**config.mk**
```make
export PLATFORM = sky130hd
export DESIGN_NAME = wb_master_arbiter_flat
export DESIGN_NICKNAME = d
export VERILOG_FILES = /design/src/rtl/wb_master_arbiter_if.sv /design/src/rtl/wb_master_arbiter.sv /design/src/flat_wrapper.sv
export SDC_FILE = /design/constraint.sdc
export NUM_CORES = 1
export LEC_CHECK = 0
export CAP_MARGIN = 20
export CORE_AREA = 2 2 111 113
export CTS_CLUSTER_DIAMETER = 40
export DETAILED_ROUTE_END_ITERATION = 8
export DIE_AREA = 0 0 113 115
export PLACE_DENSITY = 0.69
export SLEW_MARGIN = 20
export SYNTH_ARGS = -nofsm -noshare
export SYNTH_HDL_FRONTEND = slang
export SYNTH_SLANG_ARGS = --single-unit
export TNS_END_PERCENT = 50
```
**constraint.sdc**
```tcl
create_clock -name clk -period 1.15 [get_ports clk]
set_input_delay 0.1725 -clock clk [delete_from_list [all_inputs] [get_ports clk]]
set_output_delay 0.1725 -clock clk [all_outputs]
set_load 0.005 [all_outputs]
```
**src/rtl/wb_master_arbiter_if.sv**
```systemverilog
// wb_master_arbiter_if: N-master request side plus single slave port of the Wishbone arbiter
//   m_cyc_i/m_stb_i/m_we_i/m_adr_i/m_dat_i/m_sel_i : packed per-master requests (master k at [k*W +: W])
//   m_ack_o/m_err_o/m_dat_o                        : per-master ack, timeout error, broadcast read data
//   s_cyc_o/s_stb_o/s_we_o/s_adr_o/s_dat_o/s_sel_o : slave request; s_ack_i/s_dat_i slave response
//   grant_o                                        : registered one-hot grant
//   modport slave = arbiter side, modport master = bus masters/slave environment side
interface wb_master_arbiter_if #(
  parameter int NUM_MASTERS = 2,
  parameter int ADDR_WIDTH = 32,
  parameter int DATA_WIDTH = 32
);
  logic [NUM_MASTERS-1:0] m_cyc_i, m_stb_i, m_we_i, m_ack_o, m_err_o, grant_o;
  logic [NUM_MASTERS*ADDR_WIDTH-1:0] m_adr_i;
  logic [NUM_MASTERS*DATA_WIDTH-1:0] m_dat_i;
  logic [NUM_MASTERS*DATA_WIDTH/8-1:0] m_sel_i;
  logic [DATA_WIDTH-1:0] m_dat_o, s_dat_o, s_dat_i;
  logic [ADDR_WIDTH-1:0] s_adr_o;
  logic [DATA_WIDTH/8-1:0] s_sel_o;
  logic s_cyc_o, s_stb_o, s_we_o, s_ack_i;
  modport slave (
    input m_cyc_i, m_stb_i, m_we_i, m_adr_i, m_dat_i, m_sel_i, s_ack_i, s_dat_i,
    output m_ack_o, m_err_o, m_dat_o, s_cyc_o, s_stb_o, s_we_o, s_adr_o, s_dat_o, s_sel_o, grant_o
  );
  modport master (
    output m_cyc_i, m_stb_i, m_we_i, m_adr_i, m_dat_i, m_sel_i, s_ack_i, s_dat_i,
    input m_ack_o, m_err_o, m_dat_o, s_cyc_o, s_stb_o, s_we_o, s_adr_o, s_dat_o, s_sel_o, grant_o
  );
endinterface

```
**src/rtl/wb_master_arbiter.sv**
```systemverilog
// wb_master_arbiter: N-master -> 1-slave Wishbone classic arbiter, fixed-priority or round-robin
//   clk, reset_n (async, active-low), bus (wb_master_arbiter_if.slave: master requests, slave port, grant_o)
//   Optional watchdog enabled by defining WB_ARB_TIMEOUT_EN (limit TIMEOUT_CYCLES stalled cycles)
module wb_master_arbiter #(
  parameter int NUM_MASTERS = 2,
  parameter int ADDR_WIDTH = 32,
  parameter int DATA_WIDTH = 32,
  parameter int ROUND_ROBIN = 0,
  parameter int TIMEOUT_CYCLES = 255
) (
  input logic clk,
  input logic reset_n,
  wb_master_arbiter_if.slave bus
);
  localparam int IW = NUM_MASTERS > 1 ? $clog2(NUM_MASTERS) : 1;
  localparam int SW = DATA_WIDTH / 8;
  typedef enum logic {IDLE, GRANTED} state_t;
  state_t state, state_d;
  logic [NUM_MASTERS-1:0] grant, grant_d;
  logic [IW-1:0] idx, idx_d, ptr, ptr_d, win;
  logic gnt, to_hit;
  assign gnt = state == GRANTED;
  // Scan from the back so the last match written is the first in priority order.
  always_comb begin
    int c;
    c = 0;
    win = '0;
    for (int i = NUM_MASTERS - 1; i >= 0; i--) begin
      c = ROUND_ROBIN != 0 ? (int'(ptr) + 1 + i >= NUM_MASTERS ? int'(ptr) + 1 + i - NUM_MASTERS : int'(ptr) + 1 + i) : i;
      if (bus.m_cyc_i[c]) win = IW'(c);
    end
  end
  always_comb begin
    state_d = state;
    grant_d = grant;
    idx_d = idx;
    ptr_d = ptr;
    if (!gnt && |bus.m_cyc_i) begin
      state_d = GRANTED;
      grant_d = NUM_MASTERS'(1) << win;
      idx_d = win;
      ptr_d = ROUND_ROBIN != 0 ? win : ptr;
    end else if (gnt && (!bus.m_cyc_i[idx] || to_hit)) begin
      state_d = IDLE;
      grant_d = '0;
    end
  end
  always_ff @(posedge clk or negedge reset_n)
    if (!reset_n) begin
      state <= IDLE;
      grant <= '0;
      idx <= '0;
      ptr <= IW'(NUM_MASTERS - 1);
    end else begin
      state <= state_d;
      grant <= grant_d;
      idx <= idx_d;
      ptr <= ptr_d;
    end
`ifdef WB_ARB_TIMEOUT_EN
  localparam int TW = TIMEOUT_CYCLES > 1 ? $clog2(TIMEOUT_CYCLES + 1) : 1;
  logic [TW-1:0] cnt;
  assign to_hit = gnt && cnt == TW'(TIMEOUT_CYCLES);
  // Counter is held at zero outside a grant, so every new grant starts from zero.
  always_ff @(posedge clk or negedge reset_n)
    if (!reset_n) cnt <= '0;
    else if (!gnt || bus.s_ack_i || to_hit) cnt <= '0;
    else if (bus.s_stb_o) cnt <= cnt + 1'b1;
`else
  assign to_hit = 1'b0;
`endif
  assign bus.grant_o = grant;
  assign bus.s_cyc_o = gnt && bus.m_cyc_i[idx] && !to_hit;
  assign bus.s_stb_o = gnt && bus.m_stb_i[idx] && !to_hit;
  assign bus.s_we_o = gnt && bus.m_we_i[idx];
  assign bus.s_adr_o = gnt ? bus.m_adr_i[idx*ADDR_WIDTH +: ADDR_WIDTH] : '0;
  assign bus.s_dat_o = gnt ? bus.m_dat_i[idx*DATA_WIDTH +: DATA_WIDTH] : '0;
  assign bus.s_sel_o = gnt ? bus.m_sel_i[idx*SW +: SW] : '0;
  assign bus.m_ack_o = gnt && bus.s_ack_i ? grant : '0;
  assign bus.m_err_o = to_hit ? grant : '0;
  assign bus.m_dat_o = bus.s_dat_i;
endmodule

```
**src/flat_wrapper.sv**
```systemverilog
// flat-port wrapper written by rule: the top's interface ports become plain ports
module wb_master_arbiter_flat 
#(
  parameter int NUM_MASTERS = 2,
  parameter int ADDR_WIDTH = 32,
  parameter int DATA_WIDTH = 32,
  parameter int ROUND_ROBIN = 0,
  parameter int TIMEOUT_CYCLES = 255
)
  (clk, reset_n, bus_m_cyc_i, bus_m_stb_i, bus_m_we_i, bus_m_adr_i, bus_m_dat_i, bus_m_sel_i, bus_s_ack_i, bus_s_dat_i, bus_m_ack_o, bus_m_err_o, bus_m_dat_o, bus_s_cyc_o, bus_s_stb_o, bus_s_we_o, bus_s_adr_o, bus_s_dat_o, bus_s_sel_o, bus_grant_o);
  wb_master_arbiter_if #(.NUM_MASTERS(NUM_MASTERS), .ADDR_WIDTH(ADDR_WIDTH), .DATA_WIDTH(DATA_WIDTH)) bus_i ();
  input logic clk;
  input logic reset_n;
  input wire logic [$bits(bus_i.m_cyc_i)-1:0] bus_m_cyc_i;
  input wire logic [$bits(bus_i.m_stb_i)-1:0] bus_m_stb_i;
  input wire logic [$bits(bus_i.m_we_i)-1:0] bus_m_we_i;
  input wire logic [$bits(bus_i.m_adr_i)-1:0] bus_m_adr_i;
  input wire logic [$bits(bus_i.m_dat_i)-1:0] bus_m_dat_i;
  input wire logic [$bits(bus_i.m_sel_i)-1:0] bus_m_sel_i;
  input wire logic [$bits(bus_i.s_ack_i)-1:0] bus_s_ack_i;
  input wire logic [$bits(bus_i.s_dat_i)-1:0] bus_s_dat_i;
  output wire logic [$bits(bus_i.m_ack_o)-1:0] bus_m_ack_o;
  output wire logic [$bits(bus_i.m_err_o)-1:0] bus_m_err_o;
  output wire logic [$bits(bus_i.m_dat_o)-1:0] bus_m_dat_o;
  output wire logic [$bits(bus_i.s_cyc_o)-1:0] bus_s_cyc_o;
  output wire logic [$bits(bus_i.s_stb_o)-1:0] bus_s_stb_o;
  output wire logic [$bits(bus_i.s_we_o)-1:0] bus_s_we_o;
  output wire logic [$bits(bus_i.s_adr_o)-1:0] bus_s_adr_o;
  output wire logic [$bits(bus_i.s_dat_o)-1:0] bus_s_dat_o;
  output wire logic [$bits(bus_i.s_sel_o)-1:0] bus_s_sel_o;
  output wire logic [$bits(bus_i.grant_o)-1:0] bus_grant_o;
  assign bus_i.m_cyc_i = bus_m_cyc_i;
  assign bus_i.m_stb_i = bus_m_stb_i;
  assign bus_i.m_we_i = bus_m_we_i;
  assign bus_i.m_adr_i = bus_m_adr_i;
  assign bus_i.m_dat_i = bus_m_dat_i;
  assign bus_i.m_sel_i = bus_m_sel_i;
  assign bus_i.s_ack_i = bus_s_ack_i;
  assign bus_i.s_dat_i = bus_s_dat_i;
  assign bus_m_ack_o = bus_i.m_ack_o;
  assign bus_m_err_o = bus_i.m_err_o;
  assign bus_m_dat_o = bus_i.m_dat_o;
  assign bus_s_cyc_o = bus_i.s_cyc_o;
  assign bus_s_stb_o = bus_i.s_stb_o;
  assign bus_s_we_o = bus_i.s_we_o;
  assign bus_s_adr_o = bus_i.s_adr_o;
  assign bus_s_dat_o = bus_i.s_dat_o;
  assign bus_s_sel_o = bus_i.s_sel_o;
  assign bus_grant_o = bus_i.grant_o;
  wb_master_arbiter #(.NUM_MASTERS(NUM_MASTERS), .ADDR_WIDTH(ADDR_WIDTH), .DATA_WIDTH(DATA_WIDTH), .ROUND_ROBIN(ROUND_ROBIN), .TIMEOUT_CYCLES(TIMEOUT_CYCLES)) u_core (.clk(clk), .reset_n(reset_n), .bus(bus_i));
endmodule
```
==> impl_metrics.json <==
{
  "skew_ns": 0.006158,
  "clock_path_buffers": 2,
  "rows": 40,
  "drive_gt1_frac": 0.2391,
  "synth-seq-cells": 4,
  "power.total_mw": 5.708,
  "vias": 2221,
  "routed_wl_um": 8241,
  "synthCells": 213,
  "setup_viol": 76,
  "crit_type": "reg2out",
  "placedCellCount": 540,
  "critPathSlowestCell": "dfrtp_4",
  "cp-end-kind": "primary output",
  "finalNonFillerCells": 561,
  "rr_worst_depth": 6,
  "die_width_um": 113,
  "n_antenna_cell": 0,
  "pin_count": 286,
  "p_leak_nw": 1.847,
  "viasPerCell": 3.959,
  "io_buffers": 219,
  "antenna_found_initial": 0,
  "syn_to_final_growth_pct": 141.8,
  "cts.reportedPaths.clkPinSlew_ns": 0.03,
  "wire_per_inst_um": 14.69,
  "yosysSeqAreaShare": 0.06197,
  "hold_path.class": "in2async",
  "fmax_mhz": 579.4,
  "fin_util": 0.3306,
  "dp_hpwl_um": 5912,
  "synth_top_cell_area_share": 0.4338,
  "finalHoldViolations": 0,
  "max_stage_delay_ns": 0.51,
  "cts_buffers": 3,
  "violations": "design-rule violations, negative setup slack",
  "grtUsageTotal": 0.1139,
  "worstPathMaxFanout": 6,
  "rsz0062_at_grt": "true",
  "first_pass_iters": 6,
  "path_buf_inv": 4,
  "numClockSinks": 4,
  "min_period_ns": 1.726,
  "async_flop_share": 1.000,
  "fin_crit_sh": 1.501,
  "start_util": 0.1368,
  "worstPathRequired_ns": 0.98,
  "synth_edf_count": 0,
  "cts_root_buffer": "clkbuf_16",
  "chipHeight_um": 115,
  "grt_pass1_wl_um": 11830,
  "final_nets": 592,
  "worstPathArrival_ns": 1.55,
  "h-tree-depth": 1,
  "synth-main-ff-cell": "dfrtp_1",
  "avgSynthCellArea_um2": 7.584,
  "cts_tree": "built",
  "synth_top_area_cell": "mux2i_1",
  "synthTopCellsByArea": "mux2i_1, nor2_1, buf_4",
  "synth_common_cells": "nor2_1, mux2i_1, buf_4, buf_2, buf_12",
  "crit_chain": "buf_12 > buf_12 > buf_16 > mux2i_4 > nor2_1 > buf_2",
  "reg2reg_slack_ns": -0.25,
  "clk_latency_ns": 0.23,
  "peakVddDrop_mv": 0.7457,
  "core-area_mm2": 0.01181,
  "ant_nets": 0,
  "crit_top_cell": "buf_12",
  "crit_family": "buffers and inverters",
  "first_iter_violations": 102,
  "overflow": 0,
  "yosysWarnings": 0,
  "synth.most_common_cell": "nor2_1",
  "gp_congestion": 0.7239,
  "power_density_mw_per_mm2": 1462,
  "netlist_area_mm2": 0.001615,
  "final_max_slew_viol_count": 0,
  "status": "finished, violations left",
  "cap_viol_max_count": 0,
  "grt_max_degree": 40,
  "synth.distinct_cells": 18,
  "drcViolationCount": 18,
  "first_global_vias": 2339,
  "timing.final.ws_setup_ns": -0.5758,
  "critPathLaunchType": "register",
  "die_area_mm2": 0.01300,
  "worstSetupPathDepth": 6
}
==> layout by cell type (no fill, tap or decap), drive strengths merged <==
| cell | n |
|---|---|
| clkdlybuf4s50 | 144 |
| buf | 82 |
| nor2 | 71 |
| mux2i | 70 |
| dlygate4sd2 | 17 |
| a21oi | 4 |
| clkbuf | 4 |
| dfrtp | 4 |
| clkdlybuf4s15 | 3 |
| and3 | 3 |
| inv | 3 |
| o21ai | 3 |
| conb | 2 |
| and2b | 1 |
| nand2 | 1 |
| o211ai | 1 |
| a22oi | 1 |
==> sequential cells by signal, indices dropped and copies added (netlist names) <==
signal / count
u_core.gnt: 1
u_core.idx: 1
u_core.bus.grant_o: 2
==> final cells by class <==
class,instances,area (um2)
tap,147,183.9
clock buffer,4,78.83
inverter,3,11.26
fill,1260,7906
timing repair buffer,246,2404
multi-input combinational,157,1124
sequential,4,103.9
==> cell families (layout without fill, tap and decap cells) <==
family                 Yosys count  in the layout  synth area share
and+or+nand+nor                 76             76            0.1851
DFF                              4              4           0.06197
buffers and inverters           53            253            0.2858
muxes                           70             70            0.4338
other                            1              2          0.002322
AOI/OAI and AO/OA                9              9           0.03098
==> per-layer routing <==
| layer | part of all wire | routed length (um) | track usage | up-vias |
|---|---|---|---|---|
| li1 | - | - | - | 1081 |
| met1 | 0.35 | 2853 | 0.1163 | 998 |
| met2 | 0.55 | 4497 | 0.2291 | 118 |
| met3 | 0.089 | 737 | 0.02425 | 24 |
| met4 | 0.019 | 153 | 0.03659 | 0 |
| met5 | 0 | 0 | 0 | - |
==> power by group <==
group / total (mW) / switching, mW / internal [mW]
registers: 0.250 / 0.0542 / 0.196
clock network: 0.572 / 0.113 / 0.459
logic: 4.89 / 1.95 / 2.94
total: 5.71 / 2.12 / 3.59
==> path summary, 6_finish.rpt <==
check,from,to
hold / removal,reset_n,u_core.idx$_DFFE_PN0P_
hold reg to reg,u_core.gnt$_DFFE_PN0P_,u_core.gnt$_DFFE_PN0P_
max in group asynchronous,reset_n,u_core.idx$_DFFE_PN0P_
setup reg to reg,u_core.idx$_DFFE_PN0P_,u_core.gnt$_DFFE_PN0P_
min in group clk,bus_s_dat_i[10],bus_m_dat_o[10]
setup / recovery,u_core.idx$_DFFE_PN0P_,bus_s_adr_o[31]
==> stage by stage <==
step                TNS, ns  area, um2  worst slack (ns)  hold WS (ns)
global route         -41.08       3905           -0.6394        0.1613
detailed placement   -35.81       3674           -0.5738        0.3450
finish               -36.93       3905           -0.5758        0.1482
global placement     -34.79       3674           -0.5802        0.3450
CTS                  -37.67       3877           -0.5971        0.1540
floorplan                 0       1619           0.07900       -0.1231
==> repair_timing <==
item,in CTS,in global routing
cloned,9,0
resized for setup,271,8
setup buffers,8,0
hold buffers,0,0
setup endpoints to repair,78,76
pin swaps,16,14
No activity file was read; power rests on OpenSTA's default activity.
